`config.mk`:
```
export PLATFORM = sky130hd
export DESIGN_NAME = firebird7_in_gate1_tessent_tdr_w3_sel
export DESIGN_NICKNAME = d
export VERILOG_FILES = /design/src/rtl/firebird7_in_gate1_tessent_tdr_pkg.sv /design/src/rtl/firebird7_in_gate1_tessent_tdr_upd_reg.sv /design/src/rtl/firebird7_in_gate1_tessent_tdr_w3_sel.sv
export SDC_FILE = /design/constraint.sdc
export NUM_CORES = 1
export LEC_CHECK = 0
export CORE_AREA = 2 2 39 41
export CTS_CLUSTER_DIAMETER = 60
export DETAILED_ROUTE_END_ITERATION = 12
export DIE_AREA = 0 0 41 43
export GPL_ROUTABILITY_DRIVEN = 0
export PLACE_DENSITY = 0.62
export SETUP_SLACK_MARGIN = 0.05
export SYNTH_ARGS = -nofsm -noshare
export SYNTH_HDL_FRONTEND = slang
export SYNTH_HIERARCHICAL = 1
export SYNTH_SLANG_ARGS = --single-unit
```
`constraint.sdc`:
```
create_clock -name ijtag_tck -period 1.1 [get_ports ijtag_tck]
set_input_delay 0.275 -clock ijtag_tck [delete_from_list [all_inputs] [get_ports ijtag_tck]]
set_output_delay 0.275 -clock ijtag_tck [all_outputs]
set_load 0.01 [all_outputs]
```
`src/rtl/firebird7_in_gate1_tessent_tdr_pkg.sv`:
```
// Shared field layout of the select/data test data register.
// The select bit sits above the data field and is shifted out last.
package firebird7_in_gate1_tessent_tdr_pkg;
  localparam int TDR_DATA_W = 3;
  localparam int DATA_LSB   = 0;
  localparam int SEL_BIT    = DATA_LSB + TDR_DATA_W;

  function automatic int sel_bit_of(input int data_w);
    return DATA_LSB + data_w;
  endfunction
endpackage

```
`src/rtl/firebird7_in_gate1_tessent_tdr_upd_reg.sv`:
```
// Falling-edge update register with async active-low reset to RST_VAL.
module firebird7_in_gate1_tessent_tdr_upd_reg #(
  parameter int            W       = 1,
  parameter logic [W-1:0]  RST_VAL = '0
) (
  input  logic         tck,
  input  logic         rst_n,
  input  logic         en,
  input  logic [W-1:0] d,
  output logic [W-1:0] q
);
  always_ff @(negedge tck or negedge rst_n) begin
    if (!rst_n)  q <= RST_VAL;
    else if (en) q <= d;
  end
endmodule

```
`src/rtl/firebird7_in_gate1_tessent_tdr_w3_sel.sv`:
```
// IJTAG TDR driving a downstream data mux: select bit plus DATA_WIDTH override bits,
// with half-cycle retimed scan out and falling-edge update registers.
module firebird7_in_gate1_tessent_tdr_w3_sel
  import firebird7_in_gate1_tessent_tdr_pkg::*;
#(
  parameter int                     DATA_WIDTH = 3,
  parameter logic [DATA_WIDTH-1:0]  RESET_DATA = '0
) (
  input  logic                  ijtag_tck,
  input  logic                  ijtag_reset,
  input  logic                  ijtag_sel,
  input  logic                  ijtag_ce,
  input  logic                  ijtag_se,
  input  logic                  ijtag_ue,
  input  logic                  ijtag_si,
  output logic                  ijtag_so,
  input  logic [DATA_WIDTH-1:0] observe_data_in,
  output logic                  ijtag_select,
  output logic [DATA_WIDTH-1:0] ijtag_data_out
);
  localparam int SB = sel_bit_of(DATA_WIDTH);

  logic [SB:DATA_LSB] sr;
  logic               upd_en;

  // Capture reports the applied select so software can read back the override state.
  always_ff @(posedge ijtag_tck or negedge ijtag_reset) begin
    if (!ijtag_reset)                sr <= '0;
    else if (ijtag_sel && ijtag_ce)  sr <= {ijtag_select, observe_data_in};
    else if (ijtag_sel && ijtag_se)  sr <= {ijtag_si, sr[SB:DATA_LSB+1]};
  end

  always_ff @(negedge ijtag_tck or negedge ijtag_reset) begin
    if (!ijtag_reset) ijtag_so <= 1'b0;
    else              ijtag_so <= sr[DATA_LSB];
  end

  assign upd_en = ijtag_sel & ijtag_ue;

  firebird7_in_gate1_tessent_tdr_upd_reg #(.W(1), .RST_VAL(1'b0)) u_upd_sel (
    .tck   (ijtag_tck),
    .rst_n (ijtag_reset),
    .en    (upd_en),
    .d     (sr[SB]),
    .q     (ijtag_select)
  );

  firebird7_in_gate1_tessent_tdr_upd_reg #(.W(DATA_WIDTH), .RST_VAL(RESET_DATA)) u_upd_data (
    .tck   (ijtag_tck),
    .rst_n (ijtag_reset),
    .en    (upd_en),
    .d     (sr[SB-1:DATA_LSB]),
    .q     (ijtag_data_out)
  );
endmodule

```
==> results.yml <==
finish:
  final-seq-area_sq_um: 225.2
  antenna_cells: 0
  synthToLayoutAreaGrowth_pct: 86.86
  fin_util_pct: 52.71
  multiInputGateArea_sq_um: 181.4
  final_nets: 80
  drive_above_1_share_pct: 56.52
  fill_cells: 145
drt:
  via_count: 394
  wl_um: 1024
  wl_per_cell_um: 12.05
  drc: 0
  ant_nets: 0
  first_pass_iters: 4
  viasPerCell: 4.635
  first_iter_violations: 2
global_routing:
  grt_pass1_wl_um: 1497
  overflow: 0
  grt_usage_pct: 12.84
  antenna_found_initial: 0
  grt_pass1_vias: 363
  grt_max_degree: 8
cts:
  cts_hold_buf: 0
  cts.clk_slew.worst_paths_ns: 0.06
  clockRootBuffer: "clkbuf_4"
  cts.sinks: 9
  clk_latency_ns: 0.26
  cts.htree.levels: 1
  numCtsBuffers: 3
  cts_tree: "yes"
  cts_max_path_buffers: 2
min_path:
  worstHoldPathType: "in2reg"
  whs_path_depth: 4
setup_path:
  end_kind: "primary output"
  rr_worst_depth: 3
  cpMaxStageDelayCell: "dfrtn_1"
  cpPeakStageDelay_ns: 0.42
  worstSetupPathType: "reg2out"
  cp_num_cells: 1
  crit_fanout: 2
  worst_ep_required_time_ns: 0.82
  worst-path-buf-inv: 1
  crit_family: "flip-flops"
  start_kind: "flip-flop"
  path_cells: "buf_2"
  crit_arrival_ns: 1.37
timing:
  skew_ns: 0.009975
  relSlewSlack_pct: 79.87
  grt_setup_unrepaired: "yes"
  hold_viol: 0
  timing.final.ws_setup_ns: -0.5460
  tightest_slew_ns: 0.3010
  fin_hold_ws_ns: 0.5111
  setup_viol: 11
  maxSlewViolCount: 0
synth:
  synth_commonest_cells: "nor3_1, dfrtn_1, dfrtp_1, o22ai_1, mux2_2"
  synth_xor_area_share_pct: 0
  yosysWarnings: 6
  synth_top_area_cell: "dfrtn_1"
  synth_compound_area_share_pct: 6.410
  synth_top_area_share_pct: 32.05
  synth.avg_cell_area_sq_um: 11.83
  ys_ff_latch: 9
  synthFlopType: "dfrtn_1"
  synth_cell_types: 9
  syn_area_sq_um: 390.4
  ys_seq_area_share_pct: 57.69
  syn_inst: 33
  synth_edf_count: 0
  synthArstFlopShare_pct: 100.0
  synth_most_common_cell: "nor3_1"
  synth-simple-area-share_pct: 20.51
  synth_top_family_by_area: "simple AND/OR/NAND/NOR gates"
  synth.area.top_cells: "dfrtn_1, dfrtp_1, nor3_1"
  yosys.area_share.adder_pct: 0
  muxShareOfSynthArea_pct: 12.50
  synth_nets: 43
floorplan:
  start_util_pct: 28.21
  fp-row-count: 14
  io_pins: 15
  die_w_um: 41
  chipHeight_um: 43
  dieArea_sq_um: 1763
  coreArea_sq_um: 1384
placed_design:
  dp_slack_ns: -0.8654
  portBuffers: 14
  place_hpwl_um: 803.8
power_and_ir_drop:
  power_leakage_nw: 0.3311
  peakVddDrop_uv: 704.2
  pwr_density_cell_nw_per_um2: 1608
outcome:
  violations: "negative setup slack"
  outcome: "complete, but fails checks"
flow_run:
  maxCapViolations: 0
-- worst paths after layout --
| check | from | slack [ns] | to |
|---|---|---|---|
| hold / removal | ijtag_sel | 0.51 | sr[2] |
| setup / recovery | u_upd_sel/q | -0.55 | ijtag_select |
| hold reg to reg | u_upd_data/q[1] | 0.56 | u_upd_data/q[1] |
| min in group asynchronous | ijtag_reset | 0.52 | sr[3] |
| setup reg to reg | u_upd_sel/q | -0.28 | sr[3] |
| max in group asynchronous | ijtag_reset | 0.14 | u_upd_data/q[0] |
-- routing by layer --
metal | global-route usage [%] | wire, um | vias up
met2 | 19.69 | 563 | 14
met3 | 4.712 | 70 | 0
li1 | - | - | 197
met1 | 16.12 | 390 | 183
met4 | 4.000 | 0 | 0
met5 | 0 | 0 | -
-- cells by family (layout without fill, tap and decap cells) --
kind of cell	Yosys count	count (layout)
AND/OR/NAND/NOR	15	15
AO/OA/AOI/OAI	4	4
flip-flops	9	9
buffers and inverters	1	37
multiplexers	4	4
-- through the flow --
step           instances  instance area (sq um)  power, mW  setup TNS (ns)
4_1_cts               84                  681.9      1.125          -3.977
6_report              85                  729.5      1.173          -3.903
3_3_place_gp          77                  664.4     0.8683          -8.452
2_1_floorplan         33                  402.9     0.5971          -2.278
5_1_grt               85                  729.5      1.252          -4.214
3_5_place_dp          77                  664.4     0.8792          -8.658
-- state kept, by name, indices dropped and copies added, names as in the netlist --
| name | cells |
|---|---|
| u_upd_data/q | 3 |
| ijtag_so | 1 |
| sr | 4 |
| u_upd_sel/q | 1 |
-- cell usage in the layout, fill, tap and decap left out --
cell type,synthesis,layout
clkbuf_4,0,3
clkbuf_1,0,1
nor3_2,0,3
o22ai_1,4,4
mux2_4,1,4
buf_2,0,3
dfrtn_1,5,5
buf_6,1,5
and2_4,0,1
nand2_2,2,2
dfrtp_1,4,4
buf_4,0,18
nor3_1,12,9
clkdlybuf4s50_1,0,7
-- power by group --
group | switching (mW) | total, mW | internal [mW]
clock network | 0.112 | 0.251 | 0.140
registers | 0.0488 | 0.459 | 0.410
logic | 0.152 | 0.463 | 0.311
total | 0.312 | 1.17 | 0.861
-- worst min-delay path, delay by kind of cell --
kind                   cells  cell delay, ns
AND/OR/NAND/NOR            1            0.12
AO/OA/AOI/OAI              1            0.09
buffers and inverters      2            0.23
-- repair_timing --
item,4_1_cts,5_1_grt
setup buffers,3,1
setup endpoints to repair,14,14
gates resized for setup,28,7
pin swaps,1,0
-- layout make-up --
cell class	instances	area share [%]
Tap cell	16	2.744
Timing Repair Buffer	33	37.91
Sequential cell	9	30.87
Clock buffer	4	3.602
Multi-Input combinational cell	23	24.87
No activity file was read; power rests on OpenSTA's default activity.
